### src/rtl/riscv_pkg.sv
// riscv_pkg: shared RV32I definitions for the control path and the
// instruction encoder.
//   instr_kind_t  - decoded instruction kinds accepted by instr_encoder
//   imm_src_t     - immediate format selector (shared with the sign extender)
//   OP_*          - major opcode constants
//   enc_state_t   - instr_encoder FSM states
package riscv_pkg;

    typedef enum logic [2:0] {
        KIND_LW    = 3'd0,
        KIND_SW    = 3'd1,
        KIND_RTYPE = 3'd2,
        KIND_BEQ   = 3'd3,
        KIND_ITYPE = 3'd4,
        KIND_JAL   = 3'd5,
        KIND_LUI   = 3'd6
    } instr_kind_t;

    typedef enum logic [2:0] {
        IMM_I = 3'd0,
        IMM_S = 3'd1,
        IMM_B = 3'd2,
        IMM_J = 3'd3,
        IMM_U = 3'd4
    } imm_src_t;

    localparam logic [6:0] OP_LOAD   = 7'b0000011;
    localparam logic [6:0] OP_STORE  = 7'b0100011;
    localparam logic [6:0] OP_OP     = 7'b0110011;
    localparam logic [6:0] OP_BRANCH = 7'b1100011;
    localparam logic [6:0] OP_OPIMM  = 7'b0010011;
    localparam logic [6:0] OP_JAL    = 7'b1101111;
    localparam logic [6:0] OP_LUI    = 7'b0110111;

    localparam logic [2:0] F3_WORD = 3'b010;
    localparam logic [2:0] F3_BEQ  = 3'b000;

    typedef enum logic [1:0] {
        ST_IDLE   = 2'd0,
        ST_ACCEPT = 2'd1,
        ST_WRITE  = 2'd2
    } enc_state_t;

endpackage

### src/rtl/imm_packer.sv
// imm_packer: inverse of the sign extender. Scatters a signed immediate into
// the bit positions of a 32-bit instruction word for the selected format and
// flags immediates that the format cannot represent.
//   imm       in  32  byte offset / immediate
//   src       in  3   immediate format (imm_src_t)
//   bits      out 32  immediate bits at their word positions, all else zero
//   range_err out 1   immediate not representable in this format
module imm_packer
    import riscv_pkg::*;
(
    input  logic signed [31:0] imm,
    input  imm_src_t           src,
    output logic        [31:0] bits,
    output logic               range_err
);

    always_comb begin
        bits      = '0;
        range_err = 1'b0;
        case (src)
            IMM_I: begin
                bits[31:20] = imm[11:0];
                range_err   = (imm[31:11] != {21{imm[11]}});
            end
            IMM_S: begin
                bits[31:25] = imm[11:5];
                bits[11:7]  = imm[4:0];
                range_err   = (imm[31:11] != {21{imm[11]}});
            end
            IMM_B: begin
                bits[31]    = imm[12];
                bits[30:25] = imm[10:5];
                bits[11:8]  = imm[4:1];
                bits[7]     = imm[11];
                // Branch targets are halfword aligned; bit 0 has no encoding.
                range_err   = (imm[31:12] != {20{imm[12]}}) || imm[0];
            end
            IMM_J: begin
                bits[31]    = imm[20];
                bits[30:21] = imm[10:1];
                bits[20]    = imm[11];
                bits[19:12] = imm[19:12];
                range_err   = (imm[31:20] != {12{imm[20]}}) || imm[0];
            end
            IMM_U: begin
                bits[31:12] = imm[31:12];
                range_err   = |imm[11:0];
            end
            default: begin
                bits      = '0;
                range_err = 1'b1;
            end
        endcase
    end

endmodule

### src/rtl/instr_encoder.sv
// instr_encoder: packs decoded instruction commands into RV32I words and
// writes them to consecutive instruction-memory word addresses.
//   clk_i, rst_ni            clock, asynchronous active-low reset
//   start_i                  begin a program load at BASE_ADDR (IDLE only)
//   cmd_valid_i/cmd_ready_o  command handshake
//   cmd_kind_i .. cmd_last_i command fields, cmd_last_i marks the final one
//   mem_we_o/mem_addr_o/mem_wdata_o/mem_gnt_i  memory write, held until grant
//   busy_o                   FSM not IDLE
//   done_o                   one-cycle pulse after the program is retired
//   err_o                    sticky illegal-command flag, cleared by start_i
//   count_o                  words written since start
module instr_encoder
    import riscv_pkg::*;
#(
    parameter int ADDR_W    = 10,
    parameter int BASE_ADDR = 0
) (
    input  logic              clk_i,
    input  logic              rst_ni,
    input  logic              start_i,
    input  logic              cmd_valid_i,
    output logic              cmd_ready_o,
    input  logic [2:0]        cmd_kind_i,
    input  logic [4:0]        cmd_rd_i,
    input  logic [4:0]        cmd_rs1_i,
    input  logic [4:0]        cmd_rs2_i,
    input  logic [2:0]        cmd_funct3_i,
    input  logic [6:0]        cmd_funct7_i,
    input  logic signed [31:0] cmd_imm_i,
    input  logic              cmd_last_i,
    output logic              mem_we_o,
    output logic [ADDR_W-1:0] mem_addr_o,
    output logic [31:0]       mem_wdata_o,
    input  logic              mem_gnt_i,
    output logic              busy_o,
    output logic              done_o,
    output logic              err_o,
    output logic [ADDR_W:0]   count_o
);

    localparam logic [ADDR_W-1:0] BASE = BASE_ADDR[ADDR_W-1:0];
    localparam logic [ADDR_W:0]   FULL = {1'b1, {ADDR_W{1'b0}}};

    enc_state_t        state, state_nxt;
    logic [ADDR_W-1:0] ptr;
    logic [ADDR_W:0]   count;
    logic [31:0]       wdata;
    logic              last_q;
    logic              err_q;
    logic              done_q;

    imm_src_t          imm_src;
    logic [31:0]       imm_bits;
    logic              imm_err;
    logic [31:0]       word;
    logic              illegal;
    logic              fire;
    logic              take;
    logic              is_shift;

    imm_packer u_imm_packer (
        .imm       (cmd_imm_i),
        .src       (imm_src),
        .bits      (imm_bits),
        .range_err (imm_err)
    );

    // Word assembly: every field a format does not use stays zero.
    always_comb begin
        imm_src  = IMM_I;
        word     = '0;
        illegal  = 1'b0;
        is_shift = (cmd_funct3_i == 3'b001) || (cmd_funct3_i == 3'b101);
        case (cmd_kind_i)
            KIND_LW: begin
                imm_src = IMM_I;
                word    = imm_bits | {12'd0, cmd_rs1_i, F3_WORD, cmd_rd_i, OP_LOAD};
                illegal = imm_err;
            end
            KIND_SW: begin
                imm_src = IMM_S;
                word    = imm_bits | {7'd0, cmd_rs2_i, cmd_rs1_i, F3_WORD, 5'd0, OP_STORE};
                illegal = imm_err;
            end
            KIND_RTYPE: begin
                word = {cmd_funct7_i, cmd_rs2_i, cmd_rs1_i, cmd_funct3_i, cmd_rd_i, OP_OP};
            end
            KIND_BEQ: begin
                imm_src = IMM_B;
                word    = imm_bits | {7'd0, cmd_rs2_i, cmd_rs1_i, F3_BEQ, 5'd0, OP_BRANCH};
                illegal = imm_err;
            end
            KIND_ITYPE: begin
                imm_src = IMM_I;
                if (is_shift) begin
                    // Shifts carry funct7 in imm[11:5] and a 5-bit shamt.
                    word    = {cmd_funct7_i, cmd_imm_i[4:0], cmd_rs1_i, cmd_funct3_i,
                               cmd_rd_i, OP_OPIMM};
                    illegal = |cmd_imm_i[31:5];
                end else begin
                    word    = imm_bits | {12'd0, cmd_rs1_i, cmd_funct3_i, cmd_rd_i, OP_OPIMM};
                    illegal = imm_err;
                end
            end
            KIND_JAL: begin
                imm_src = IMM_J;
                word    = imm_bits | {20'd0, cmd_rd_i, OP_JAL};
                illegal = imm_err;
            end
            KIND_LUI: begin
                imm_src = IMM_U;
                word    = imm_bits | {20'd0, cmd_rd_i, OP_LUI};
                illegal = imm_err;
            end
            default: illegal = 1'b1;
        endcase
    end

    assign fire = cmd_valid_i && (state == ST_ACCEPT);
    // A full memory turns an otherwise legal command into a dropped one.
    assign take = fire && !illegal && (count != FULL);

    always_ff @(posedge clk_i or negedge rst_ni) begin
        if (!rst_ni) state <= ST_IDLE;
        else         state <= state_nxt;
    end

    always_comb begin
        state_nxt = state;
        case (state)
            ST_IDLE:   if (start_i) state_nxt = ST_ACCEPT;
            ST_ACCEPT: begin
                if (take)                   state_nxt = ST_WRITE;
                else if (fire && cmd_last_i) state_nxt = ST_IDLE;
            end
            ST_WRITE:  if (mem_gnt_i) state_nxt = last_q ? ST_IDLE : ST_ACCEPT;
            default:   state_nxt = ST_IDLE;
        endcase
    end

    // Decoded from the state register so reset drops the write request
    // without waiting for a clock.
    always_comb begin
        cmd_ready_o = (state == ST_ACCEPT);
        mem_we_o    = (state == ST_WRITE);
        busy_o      = (state != ST_IDLE);
    end

    always_ff @(posedge clk_i or negedge rst_ni) begin
        if (!rst_ni) begin
            ptr    <= BASE;
            count  <= '0;
            wdata  <= '0;
            last_q <= 1'b0;
            err_q  <= 1'b0;
            done_q <= 1'b0;
        end else begin
            done_q <= 1'b0;
            if (state == ST_IDLE && start_i) begin
                ptr   <= BASE;
                count <= '0;
                err_q <= 1'b0;
            end
            if (take) begin
                wdata  <= word;
                last_q <= cmd_last_i;
            end else if (fire) begin
                err_q  <= 1'b1;
                done_q <= cmd_last_i;
            end
            if (state == ST_WRITE && mem_gnt_i) begin
                ptr    <= ptr + ADDR_W'(1);
                count  <= count + (ADDR_W + 1)'(1);
                done_q <= last_q;
            end
        end
    end

    assign mem_addr_o  = ptr;
    assign mem_wdata_o = wdata;
    assign err_o       = err_q;
    assign done_o      = done_q;
    assign count_o     = count;

endmodule

### config.mk
export PLATFORM = sky130hd
export DESIGN_NAME = instr_encoder
export DESIGN_NICKNAME = d
export VERILOG_FILES = /design/src/rtl/riscv_pkg.sv /design/src/rtl/imm_packer.sv /design/src/rtl/instr_encoder.sv
export SDC_FILE = /design/constraint.sdc
export NUM_CORES = 1
export LEC_CHECK = 0
export CORE_ASPECT_RATIO = 0.75
export CORE_MARGIN = 2
export CORE_UTILIZATION = 40
export DETAILED_ROUTE_END_ITERATION = 8
export DONT_BUFFER_PORTS = 1
export PLACE_DENSITY_LB_ADDON = 0.25
export SLEW_MARGIN = 10
export SYNTH_ARGS = -nofsm -noshare
export SYNTH_HDL_FRONTEND = slang
export SYNTH_SLANG_ARGS = --single-unit
### constraint.sdc
create_clock -name clk_i -period 5.24 [get_ports clk_i]
set_clock_uncertainty 0.05 [all_clocks]
set_input_delay 1.048 -clock clk_i [delete_from_list [all_inputs] [get_ports clk_i]]
set_output_delay 1.048 -clock clk_i [all_outputs]
set_load 0.01 [all_outputs]
== Word-level counts from Yosys, hierarchy flattened ==
Index checks and enable logic that the tools add are counted.
W data, S select, Z words.

* Equal/unequal tests: 21
* $add $sub $neg: 2
* Bitwise logic cells: 6
* Muxes and demuxes: 26
* Reduce and logical (&&, ||, !) cells: 21

{| class="wikitable"
|+ Operators with widths
! cell !! count
|-
| $pmux W32 S7 || 1
|-
| $or A32 B12 Y32 || 2
|-
| $or A32 B20 Y32 || 2
|-
| $or A32 B25 Y32 || 2
|-
| $mux W32 || 1
|-
| $pmux W7 S4 || 1
|-
| $reduce_or A27 Y1 || 1
|-
| $mux W11 || 2
|-
| $mux W10 || 2
|-
| $ne A20 B20 Y1 || 1
|-
| $ne A19 B19 Y1 || 1
|-
| $eq A3 B3 Y1 const B || 5
|-
| $pmux W5 S3 || 1
|-
| $eq A3 B2 Y1 const B || 4
|-
| $pmux W3 S4 || 1
|-
| $reduce_or A12 Y1 || 1
|-
| $add A11 B1 Y11 const B || 1
|-
| $ne A11 B11 Y1 || 1
|-
| $ne A11 B11 Y1 const B || 1
|-
| $add A10 B1 Y10 const B || 1
|-
| $pmux W5 S2 || 1
|-
| $eq A3 B1 Y1 const B || 3
|-
| $mux W1 || 8
|-
| $mux W2 || 4
|-
| other kinds (18) || 28
|}

* Bits in registers: 58

== Logic depth before layout (Yosys ltp) ==
Gate-level depths: netlist of run 1.

* Depth in word-level cells: 12
* Gate-level depth with buffers: 11
* Mapped depth without buffers: 7

== Hierarchy ==
A second synthesis of run 1 with hierarchy kept.

* Cells, all modules: 390
* Area total of the unflattened synthesis: 3789.9 µm²

{| class="wikitable"
|+ Modules (own cells, without submodules)
! module !! times used !! cells an instance !! area an instance (µm²)
|-
| instr_encoder || 1 || 280 || 3104.2
|-
| imm_packer || 1 || 110 || 685.7
|}

== Worst setup path before layout of run 1 ==
No wires, ideal clock.

* Kind: in2reg
* From: input cmd_imm_i[11]
* To: register wdata[28] (netlist: mem_wdata_o[28])
* Path buffers: 3
* Setup slack: 2.057 ns
* Data required time: 5.063 ns
* Stages: 10
* Setup time: 0.127 ns
* Arrival: 3.006 ns
* Cell sequence: clkbuf_1 -> inv_1 -> ha_1 -> nor4_1 -> o31ai_1 -> a21oi_2 -> o211a_1 -> buf_6 -> buf_6 -> mux2_1

* Word-level cells in the longest chain between the ends: 7
* Elaborated cells between the ends (all ways): 9
* Classes of those cells: eq/ne: 1; mux: 3; reduce/logical: 5

{| class="wikitable"
|+ Ends and longest elaborated chain
! what !! RTL line !! RTL
|-
| from (decl) || instr_encoder.sv:29 || <nowiki>input logic signed [31:0] cmd_imm_i,</nowiki>
|-
| $ne A20 B20 Y1 or $reduce_or A12 Y1 (tied branches) || imm_packer.sv:23, imm_packer.sv:28, imm_packer.sv:47 ||
|-
| $pmux W1 S4 || imm_packer.sv:20 || <nowiki>case (src)</nowiki>
|-
| $mux W1 || instr_encoder.sv:95 || <nowiki>if (is_shift) begin</nowiki>
|-
| $pmux W1 S3 (*) || instr_encoder.sv:74 || <nowiki>case (cmd_kind_i)</nowiki>
|-
| $logic_not A1 Y1 (*) || instr_encoder.sv:121 || <nowiki>assign take = fire && !illegal && (count != FULL);</nowiki>
|-
| $logic_and A1 B1 Y1 (*) (2 in series) || instr_encoder.sv:121 ||
|-
| to (signal assigned) || instr_encoder.sv:165 || <nowiki>wdata <= word;</nowiki>
|-
| to (decl) || instr_encoder.sv:47 || <nowiki>logic [31:0] wdata;</nowiki>
|}

Mark *: on every way between the ends. The rest lies on a longest branch, timed or not.
A chain may end at the register's enable or synchronous reset.

== Worst setup path in the final report of run 1 ==
* From: input cmd_imm_i[18]
* To: register wdata[6] (netlist: mem_wdata_o[6])

* Word-level cells in the longest chain between the ends: 8
* Elaborated cells between the ends (all ways): 10
* Classes of those cells: eq/ne: 2; mux: 3; reduce/logical: 5

{| class="wikitable"
|+ Ends and longest elaborated chain
! what !! RTL line !! RTL
|-
| $ne A19 B19 Y1 || imm_packer.sv:36 || <nowiki>range_err = (imm[31:12] != {20{imm[12]}}) || imm[0];</nowiki>
|-
| $logic_or A1 B1 Y1 || imm_packer.sv:36 ||
|-
| $pmux W1 S4 || imm_packer.sv:20 ||
|-
| $mux W1 || instr_encoder.sv:95 ||
|-
| $pmux W1 S3 (*) || instr_encoder.sv:74 ||
|-
| $logic_not A1 Y1 (*) || instr_encoder.sv:121 ||
|-
| $logic_and A1 B1 Y1 (*) (2 in series) || instr_encoder.sv:121 ||
|}

Marks and branches as above.

==> reports/metrics.yaml, run 1 <==
netlist-cell-type-count: 53
total_power_mw: 1.65
cts_resized: 0
die_area_um2: 9370
cts_buffer_depth: 2
synth_sequential_area_ratio_pct: 41.4
grt_pass1_vias: 2767
async_flop_share_pct: 100
numCtsBuffers: 9
crit_type: "primary input to register"
yosysTopAreaCellShare_pct: 41.4
synth_area_per_cell_um2: 9.75
leakagePower_nw: 1.64
drt_wl_total_mm: 9.49
syn-cell-area_um2: 3440
die_w_um: 111
synthTopCellsByCount: "dfrtp_1, nand2_1, o21ai_0"
grt_max_degree: 58
ys_ff_latch: 57
nets: 419
gp_congestion: 0.897
rows: 29
relSlewSlack_pct: 36.8
drtPass1Iterations: 4
finalSetupTns_ns: 0
synthMostInstantiatedCell: "dfrtp_1"
worst_pin_slew_ns: 0.948
cts.clk_slew.worst_paths_ns: 0.05
synth_top_area_cell: "dfrtp_1"
vias: 2800
ant_nets: 0
die_height_um: 84.3
cts_htree_levels: 3
hold_class: "primary input to async pin"
dp_cells: 446
powerDensity_nw_per_um2: 439
cap_violations: 0
ys.flop_type: "dfrtp_1"
worst_setup_path_start_kind: "primary input"
period_minus_slack_ns: 3.54
grt_pass1_wl_mm: 15.2
ir_worst_vdd_uv: 203
drive_above_1_share_pct: 13.9
n_antenna_cell: 0
synth_warnings: 0
numPortBuffers: 0
synth_area_leaders: "dfrtp_1, mux2_4, o21ai_0"
hold_violations: 0
coreArea_um2: 8420
dpl.hpwl_mm: 7.01
syn_inst: 353
worst_setup_path_end_kind: "register"
drc: 0
clk_latency_ns: 0.32
post_cts_buffers: 0
synth_fp_nets: 423
drtIter0Drc: 276
layoutNonFillerInstCount: 460
slew_violations: 0
start_util_pct: 40.9
clock-sinks: 57
vias_per_cell: 6.09
worstPathArrival_ns: 3.69
track_usage_pct: 20.6
postCtsHoldBufs: 0
syn_to_final_growth_pct: 9.09
grt_overflow: 0
critPathRequiredTime_ns: 5.39
wl_per_cell_um: 20.6
fillCellCount: 794
cts-root-buf: "clkbuf_16"
rsz0062_at_grt: "no"
fmax_mhz: 282
cts_tree: "done"
status: "finished clean"
grt_antenna_before_repair: 0
pin_count: 124
r2r_slack_ns: 2.65
critPathMaxFanout: 14
synth_enable_flop_cells: 0
finalSetupViolCount: 0
post-route-period-util_pct: 67.6
-- critical path, stage by stage --
cell,delay (ns)
nor4_1,0.54
nand4b_1,0.25
nor4_1,0.36
o31ai_1,0.15
a21oi_2,0.21
o211a_2,0.44
buf_4,0.33
mux2_2,0.36
-- layout by cell type (no fill, tap or decap), drive strengths merged, types with 2 or more instances in the layout --
cell type and count:
nand2b 2, nand2 41, clkinv 4, a22o 17, and3 5, nor3 4, clkbuf 10, ha 4
a21o 2, o21ai 39, buf 2, dfrtp 57, a31oi 7, o22ai 2, inv 9, and2 2
nor2 19, nor2b 9, nor4 10, mux2i 10, o31ai 2, mux2 32, a211oi 2, or2 2
nand3 12, a21oi 8, a22oi 8, nand4 14
-- power by group --
part | internal (mW) | switching (mW) | total [mW] | leakage, nW
Sequential | 0.576 | 0.180 | 0.755 | 0.733
Clock | 0.372 | 0.189 | 0.561 | 0.144
Combinational | 0.192 | 0.139 | 0.331 | 0.764
-- area by class of cell --
type                            count  area [µm²]  area share [%]
Multi-Input combinational cell    269        1860            49.5
Inverter                           10        37.5            1.00
Clock buffer                       10         239            6.36
Timing Repair Buffer                2        15.0           0.400
Sequential cell                    57        1430            38.0
Clock inverter                      4        45.0            1.20
Tap cell                          108         135            3.60
-- registers in the layout, summed over array words and instances, names as in the netlist --
name and count:
done_o 1, err_o 1, state 2, last_q 1, mem_wdata_o 31, mem_addr_o 10, count_o 11
-- stage by stage --
step / instance area [µm²] / worst slack, ns / hold slack, ns / util [%]
finish: 3750 / 1.70 / 0.378 / 44.6
global route: 3750 / 1.55 / 0.358 / 44.6
CTS: 3750 / 1.80 / 0.360 / 44.6
detailed placement: 3470 / 1.46 / 0.448 / 41.2
global placement: 3470 / 1.46 / 0.458 / 41.2
floorplan: 3440 / 2.06 / 0.415 / -
-- cells by family after synthesis --
group	count (synthesis)	synth area share (%)
buffers and inverters	27	4.62
flip-flops	57	41.4
adder cells (fa/ha/maj)	4	1.45
multiplexers	42	15.6
AND/OR/NAND/NOR	125	18.0
AO/OA/AOI/OAI	98	18.9
-- final timing paths --
| kind | startpoint | endpoint | cells past startpoint |
|---|---|---|---|
| worst max-delay path | cmd_imm_i[18] | mem_wdata_o[6] | 8 |
| worst min-delay path | rst_ni | mem_wdata_o[4] | 0 |
| worst max register to register | state[0] | mem_wdata_o[6] | 6 |
| worst min register to register | last_q | done_o | 2 |
| max in group asynchronous | rst_ni | mem_wdata_o[22] | 0 |
| min in group clk_i | last_q | done_o | 2 |
-- routing by layer --
metal	GRT usage, %	share of wire, %
met2	28.3	43
met5	0	0
met4	8.42	2.9
met1	29.5	44
met3	7.22	10
(Power assumes the default switching activity.)
==> run 2: changes to the inputs <==
Clock period 5.24 ns to 2.87 ns, I/O delays scaled along.
==> run 2 against run 1 <==
Effect of this change: design area grew 3.9%; global-route usage increased by 1.1 points; clock power increased by 85%; via count up 1.8%; register-to-register slack worse by 2.0 ns; critical path depth rose by 1; power rose by 88%; flip-flop and latch count did not move; combinational power rose by 100%; clock-buffer cell count rose by 3; largest power group unchanged.
==> reports/metrics.yaml, run 2 (synthesized netlist as in run 1, its figures left out) <==
layoutNonFillerInstCount: 474  # +3.0%
grt_pass1_wl_mm: 15.8  # +4.2%
ir_worst_vdd_uv: 356  # +75%
drtPass1Iterations: 6  # +2
hold_slack_ns: 0.0592  # -0.319 ns
numPortBuffers: 0  # unchanged
register_area_um2: 1430  # unchanged
cts.clk_slew.worst_paths_ns: 0.05  # about the same
leakagePower_nw: 1.72  # +4.6%
drt_wl_total_mm: 9.79  # +3.1%
ant_nets: 0  # unchanged
critPathRequiredTime_ns: 3.03  # -2.36 ns
cts_htree_levels: 3  # unchanged
syn_to_final_growth_pct: 13.4
status: "finished clean"
top_layer: "met4"
worst_setup_path_start_kind: "primary input"
worst_pin_slew_ns: 0.560  # -0.388 ns
finalSetupViolCount: 0  # unchanged
numCtsBuffers: 9  # unchanged
drc: 0  # unchanged
n_antenna_cell: 0  # unchanged
nets: 431  # +2.9%
wl_per_cell_um: 20.7  # about the same
clk_latency_ns: 0.32  # about the same
relSlewSlack_pct: 62.7  # +26 points
crit_type: "primary input to register"
largest_register_ffs: 31  # unchanged
powerDensity_nw_per_um2: 794  # +81%
slew_violations: 0  # unchanged
fillCellCount: 826  # +4.0%
worstPathArrival_ns: 2.74  # -0.95 ns
clock-sinks: 57  # unchanged
gp_congestion: 0.932  # +4.0%
cts_tree: "done"
start_util_pct: 40.9  # unchanged
grt_max_degree: 58  # unchanged
critPathMaxFanout: 16  # +2
grt_overflow: 0  # unchanged
die_height_um: 84.3  # unchanged
cts_buffer_depth: 2  # unchanged
pin_count: 124  # unchanged
fmax_mhz: 388
grt_antenna_before_repair: 0  # unchanged
worst_setup_path_end_kind: "register"
period_minus_slack_ns: 2.58
rows: 29  # unchanged
hold_violations: 0  # unchanged
die_area_um2: 9370  # unchanged
cap_violations: 0  # unchanged
wl_met3_um: 932  # -3.5%
dpl.hpwl_mm: 7.27  # +3.7%
layout_common_cells: "dfrtp_1, nand2_1, o21ai_0"
vias_per_cell: 6.01  # -1.2%
grt_pass1_vias: 2809  # +1.5%
multi_input_area_um2: 1860  # +0.34%
drive_above_1_share_pct: 16.7  # +2.7 points
hold_class: "primary input to async pin"
cts-root-buf: "clkbuf_16"
met2_length_mm: 4.21  # +3.4%
die_w_um: 111  # unchanged
drtIter0Drc: 322  # +17%
coreArea_um2: 8420  # unchanged
post-route-period-util_pct: 89.8
vias: 2850  # +1.8%
rsz0062_at_grt: "no"
dp_cells: 457  # +2.5%
track_usage_pct: 21.7  # +1.1 points
route.layer.met1.wl_mm: 4.41  # +5.3%
layout_commonest_cell: "dfrtp_1"
==> run 2: cell count changes in the layout (fill, tap and decap cells not counted) <==
cell / delta
clkinv_2: -1
buf_12: +2
buf_4: +9
nor4_1: -1
buf_16: +1
nor4_2: +1
clkbuf_1: +3
==> run 2: metrics by stage <==
stage	total power, mW	area (µm²)	setup TNS [ns]	worst slack (ns)	utilization, %
after floorplan	1.87	3440	0	0.161	-
after global placement	2.04	3580	0	0.0981	42.5
after detailed placement	2.05	3580	-1.40	-0.0775	42.5
after CTS	3.14	3900	0	0.253	46.3
after global routing	3.30	3900	0	0.0907	46.4
final	3.10	3900	0	0.292	46.4
==> run 2: worst max-delay path, stage by stage <==
cell,delay (ns)
nor4_1,0.31
buf_4,0.18
nand4b_1,0.15
nor4_1,0.35
nor3_1,0.11
a211oi_2,0.25
o211a_2,0.28
buf_12,0.19
mux2_2,0.35
==> run 2: power breakdown <==
group	switching [mW]	leakage [nW]	internal (mW)
sequential	0.334	0.733	1.05
combinational	0.279	0.839	0.393
clock	0.351	0.144	0.692
total	0.964	1.72	2.14
==> run 2: layer usage <==
layer	GRT usage (%)	up-vias
li1	-	1344
met1	30.9	1346
met2	30.1	137
met3	7.87	23
met4	8.19	0
met5	0	-
==> run 2: worst paths after layout <==
| path | startpoint | to | slack, ns | cells past startpoint |
|---|---|---|---|---|
| worst max-delay path | cmd_imm_i[18] | mem_wdata_o[7] | 0.29 | 9 |
| worst min-delay path | rst_ni | mem_wdata_o[23] | 0.06 | 1 |
| worst max register to register | state[0] | mem_addr_o[9] | 0.68 | 7 |
| worst min register to register | last_q | done_o | 0.47 | 2 |
| max in group asynchronous | rst_ni | mem_wdata_o[15] | 2.44 | 1 |
| min in group clk_i | cmd_last_i | last_q | 0.33 | 1 |
==> run 2: repair_timing <==
item,4_1_cts,5_1_grt
endpoints found under the hold margin,57,0
hold buffers,1,0
buffers inserted,0,0
gates resized for setup,0,1
setup endpoints to repair,0,3
==> run 2: layout make-up <==
cell class,instances,area share (%)
inverter,10,0.962
timing repair buffer,14,3.85
clock inverter,3,1.03
multi-input combinational,269,47.7
clock buffer,13,6.41
tap,108,3.46
sequential,57,36.6
==> run 3: changes to the inputs <==
Settings changed: TNS_END_PERCENT set to 10.
Clock period 2.87 ns to 2.29 ns, I/O delays scaled along.
==> run 3 against run 2 <==
Effect of this change: the run now ends with negative setup slack left; flip-flop and latch count unchanged; setup slack got worse by 0.40 ns; cell count grew 4.2%; routed wire length is 1.6% higher; power is 23% higher; first-iteration DRC count down 28%; largest power group unchanged.
==> reports/metrics.yaml, run 3 (synthesized netlist as in run 1, its figures left out) <==
cts_tree: "done"
hold_start: "cmd_last_i"
period_minus_slack_ns: 2.40
hold_violations: 0  # unchanged
pre_cts_ws_ns: -0.418  # -0.341 ns
r2r_slack_ns: 0.28  # -0.40 ns
largest_register_ffs: 31  # unchanged
ant_nets: 0  # unchanged
layout_common_cells: "dfrtp_1, nand2_1, o21ai_0"
die_height_um: 84.3  # unchanged
worst_setup_path_start_kind: "primary input"
coreArea_um2: 8420  # unchanged
grt_max_degree: 58  # unchanged
violations: "negative setup slack"
dp_cells: 472  # +3.3%
place_area_um2: 3750  # +4.8%
rsz0062_at_grt: "yes"
dpl.hpwl_mm: 7.14  # -1.7%
regToRegEndpoint: "mem_wdata_o[21]"
register_area_um2: 1430  # unchanged
syn_to_final_growth_pct: 20.4
drive_above_1_share_pct: 23.6  # +6.9 points
cts.clk_slew.worst_paths_ns: 0.05  # about the same
cts_htree_levels: 3  # unchanged
hold_class: "primary input to register"
clock-sinks: 57  # unchanged
cts_buffer_depth: 2  # unchanged
fmax_mhz: 416
cts-root-buf: "clkbuf_16"
fillCellCount: 793  # -4.0%
die_w_um: 111  # unchanged
pin_count: 124  # unchanged
hold_slack_ns: 0.223  # +0.164 ns
vias_per_cell: 5.89  # -2.0%
rows: 29  # unchanged
min_to: "last_q"
reg2reg_from: "count_o[4]"
grt_antenna_before_repair: 0  # unchanged
layoutNonFillerInstCount: 494  # +4.2%
worst_setup_path_end_kind: "register"
grt_overflow: 0  # unchanged
finalSetupViolCount: 29  # +29
numCtsBuffers: 9  # unchanged
start_util_pct: 40.9  # unchanged
leakagePower_nw: 1.83  # +6.8%
status: "complete, but fails checks"
multi_input_area_um2: 1960  # +5.2%
nets: 451  # +4.6%
layout_commonest_cell: "dfrtp_1"
cp_top_family: "simple AND/OR/NAND/NOR gates"
drtIter0Drc: 233  # -28%
cp_cell_sequence: "nor4_4 -> nand4b_1 -> buf_4 -> nor4_4 -> nor3_2 -> a211oi_2 -> o211a_4 -> buf_12 -> mux2_4"
critPathMostFrequentCell: "nor4_4"
drtPass1Iterations: 5  # -1
numPortBuffers: 0  # unchanged
drt_wl_total_mm: 9.95  # +1.6%
critPathMaxFanout: 16  # unchanged
final_area_um2: 4140  # +6.2%
max_stage_delay_ns: 0.32  # -0.03 ns
gp_congestion: 0.861  # -7.6%
worst_pin_slew_ns: 0.564  # +0.00409 ns
die_area_um2: 9370  # unchanged
clk_latency_ns: 0.32  # about the same
powerDensity_nw_per_um2: 924  # +16%
vias: 2910  # +2.1%
slew_violations: 0  # unchanged
worstPathArrival_ns: 2.55  # -0.19 ns
reg2reg_depth: 7  # unchanged
grt_pass1_wl_mm: 15.8  # about the same
post-route-period-util_pct: 105
n_antenna_cell: 0  # unchanged
whs_path_depth: 1
crit_type: "primary input to register"
drc: 0  # unchanged
critPathBufInv: 2  # unchanged
ir_worst_vdd_uv: 423  # +19%
grt_pass1_vias: 2946  # +4.9%
setup_ws_ns: -0.112  # -0.403 ns
cap_violations: 0  # unchanged
worst_path_max_delay_cell: "nor4_4"
critPathRequiredTime_ns: 2.44  # -0.59 ns
relSlewSlack_pct: 62.4  # -0.27 points
track_usage_pct: 21.1  # -0.58 points
wl_per_cell_um: 20.1  # -2.5%
total_power_mw: 3.83  # +23%
-- run 3: cell type report --
type,instances,share of cell area (%)
Multi-Input combinational cell,269,47.3
Sequential cell,57,34.4
Timing Repair Buffer,34,7.73
Clock buffer,10,5.53
Tap cell,108,3.26
Inverter,10,0.906
Clock inverter,6,0.845
-- run 3: metal layers --
metal | up-vias | wire length [µm] | global-route usage (%)
li1 | 1379 | - | -
met1 | 1418 | 4570 | 29.4
met2 | 105 | 4450 | 32.1
met3 | 8 | 843 | 7.29
met4 | 0 | 87 | 4.71
met5 | - | 0 | 0
-- run 3: worst max-delay path by stage --
stage	start	end	slack, ns	depth (start not counted)
2_1_floorplan	cmd_imm_i[24]	mem_wdata_o[28]	-0.10	9
3_3_place_gp	cmd_imm_i[10]	mem_wdata_o[6]	-0.34	8
3_5_place_dp	cmd_imm_i[18]	last_q	-0.42	8
4_1_cts	cmd_imm_i[28]	mem_wdata_o[4]	-0.04	8
5_1_grt	cmd_imm_i[28]	mem_wdata_o[21]	-0.19	9
6_report	cmd_imm_i[28]	mem_wdata_o[21]	-0.11	9
-- run 3: stage by stage --
stage / setup TNS, ns / utilization, %
finish: -2.48 / 49.2
detailed placement: -12.54 / 44.5
global route: -4.90 / 49.2
CTS: -0.788 / 48.4
global placement: -10.03 / 44.5
floorplan: -2.38 / -
-- run 3: where the power goes --
| part | switching [mW] | leakage [nW] | internal, mW |
|---|---|---|---|
| sequential | 0.377 | 0.733 | 1.32 |
| combinational | 0.394 | 0.972 | 0.539 |
| clock | 0.479 | 0.128 | 0.723 |
| total | 1.25 | 1.83 | 2.58 |
-- run 3: repair_timing --
| item | 4_1_cts | 5_1_grt |
|---|---|---|
| setup endpoints to repair | 29 | 31 |
| resized for setup | 2 | 6 |
| hold buffers | 2 | 0 |
| hold endpoints to repair | 57 | 0 |
| pin swaps | 4 | 5 |
| buffers inserted | 2 | 1 |
| gates cloned | 0 | 1 |
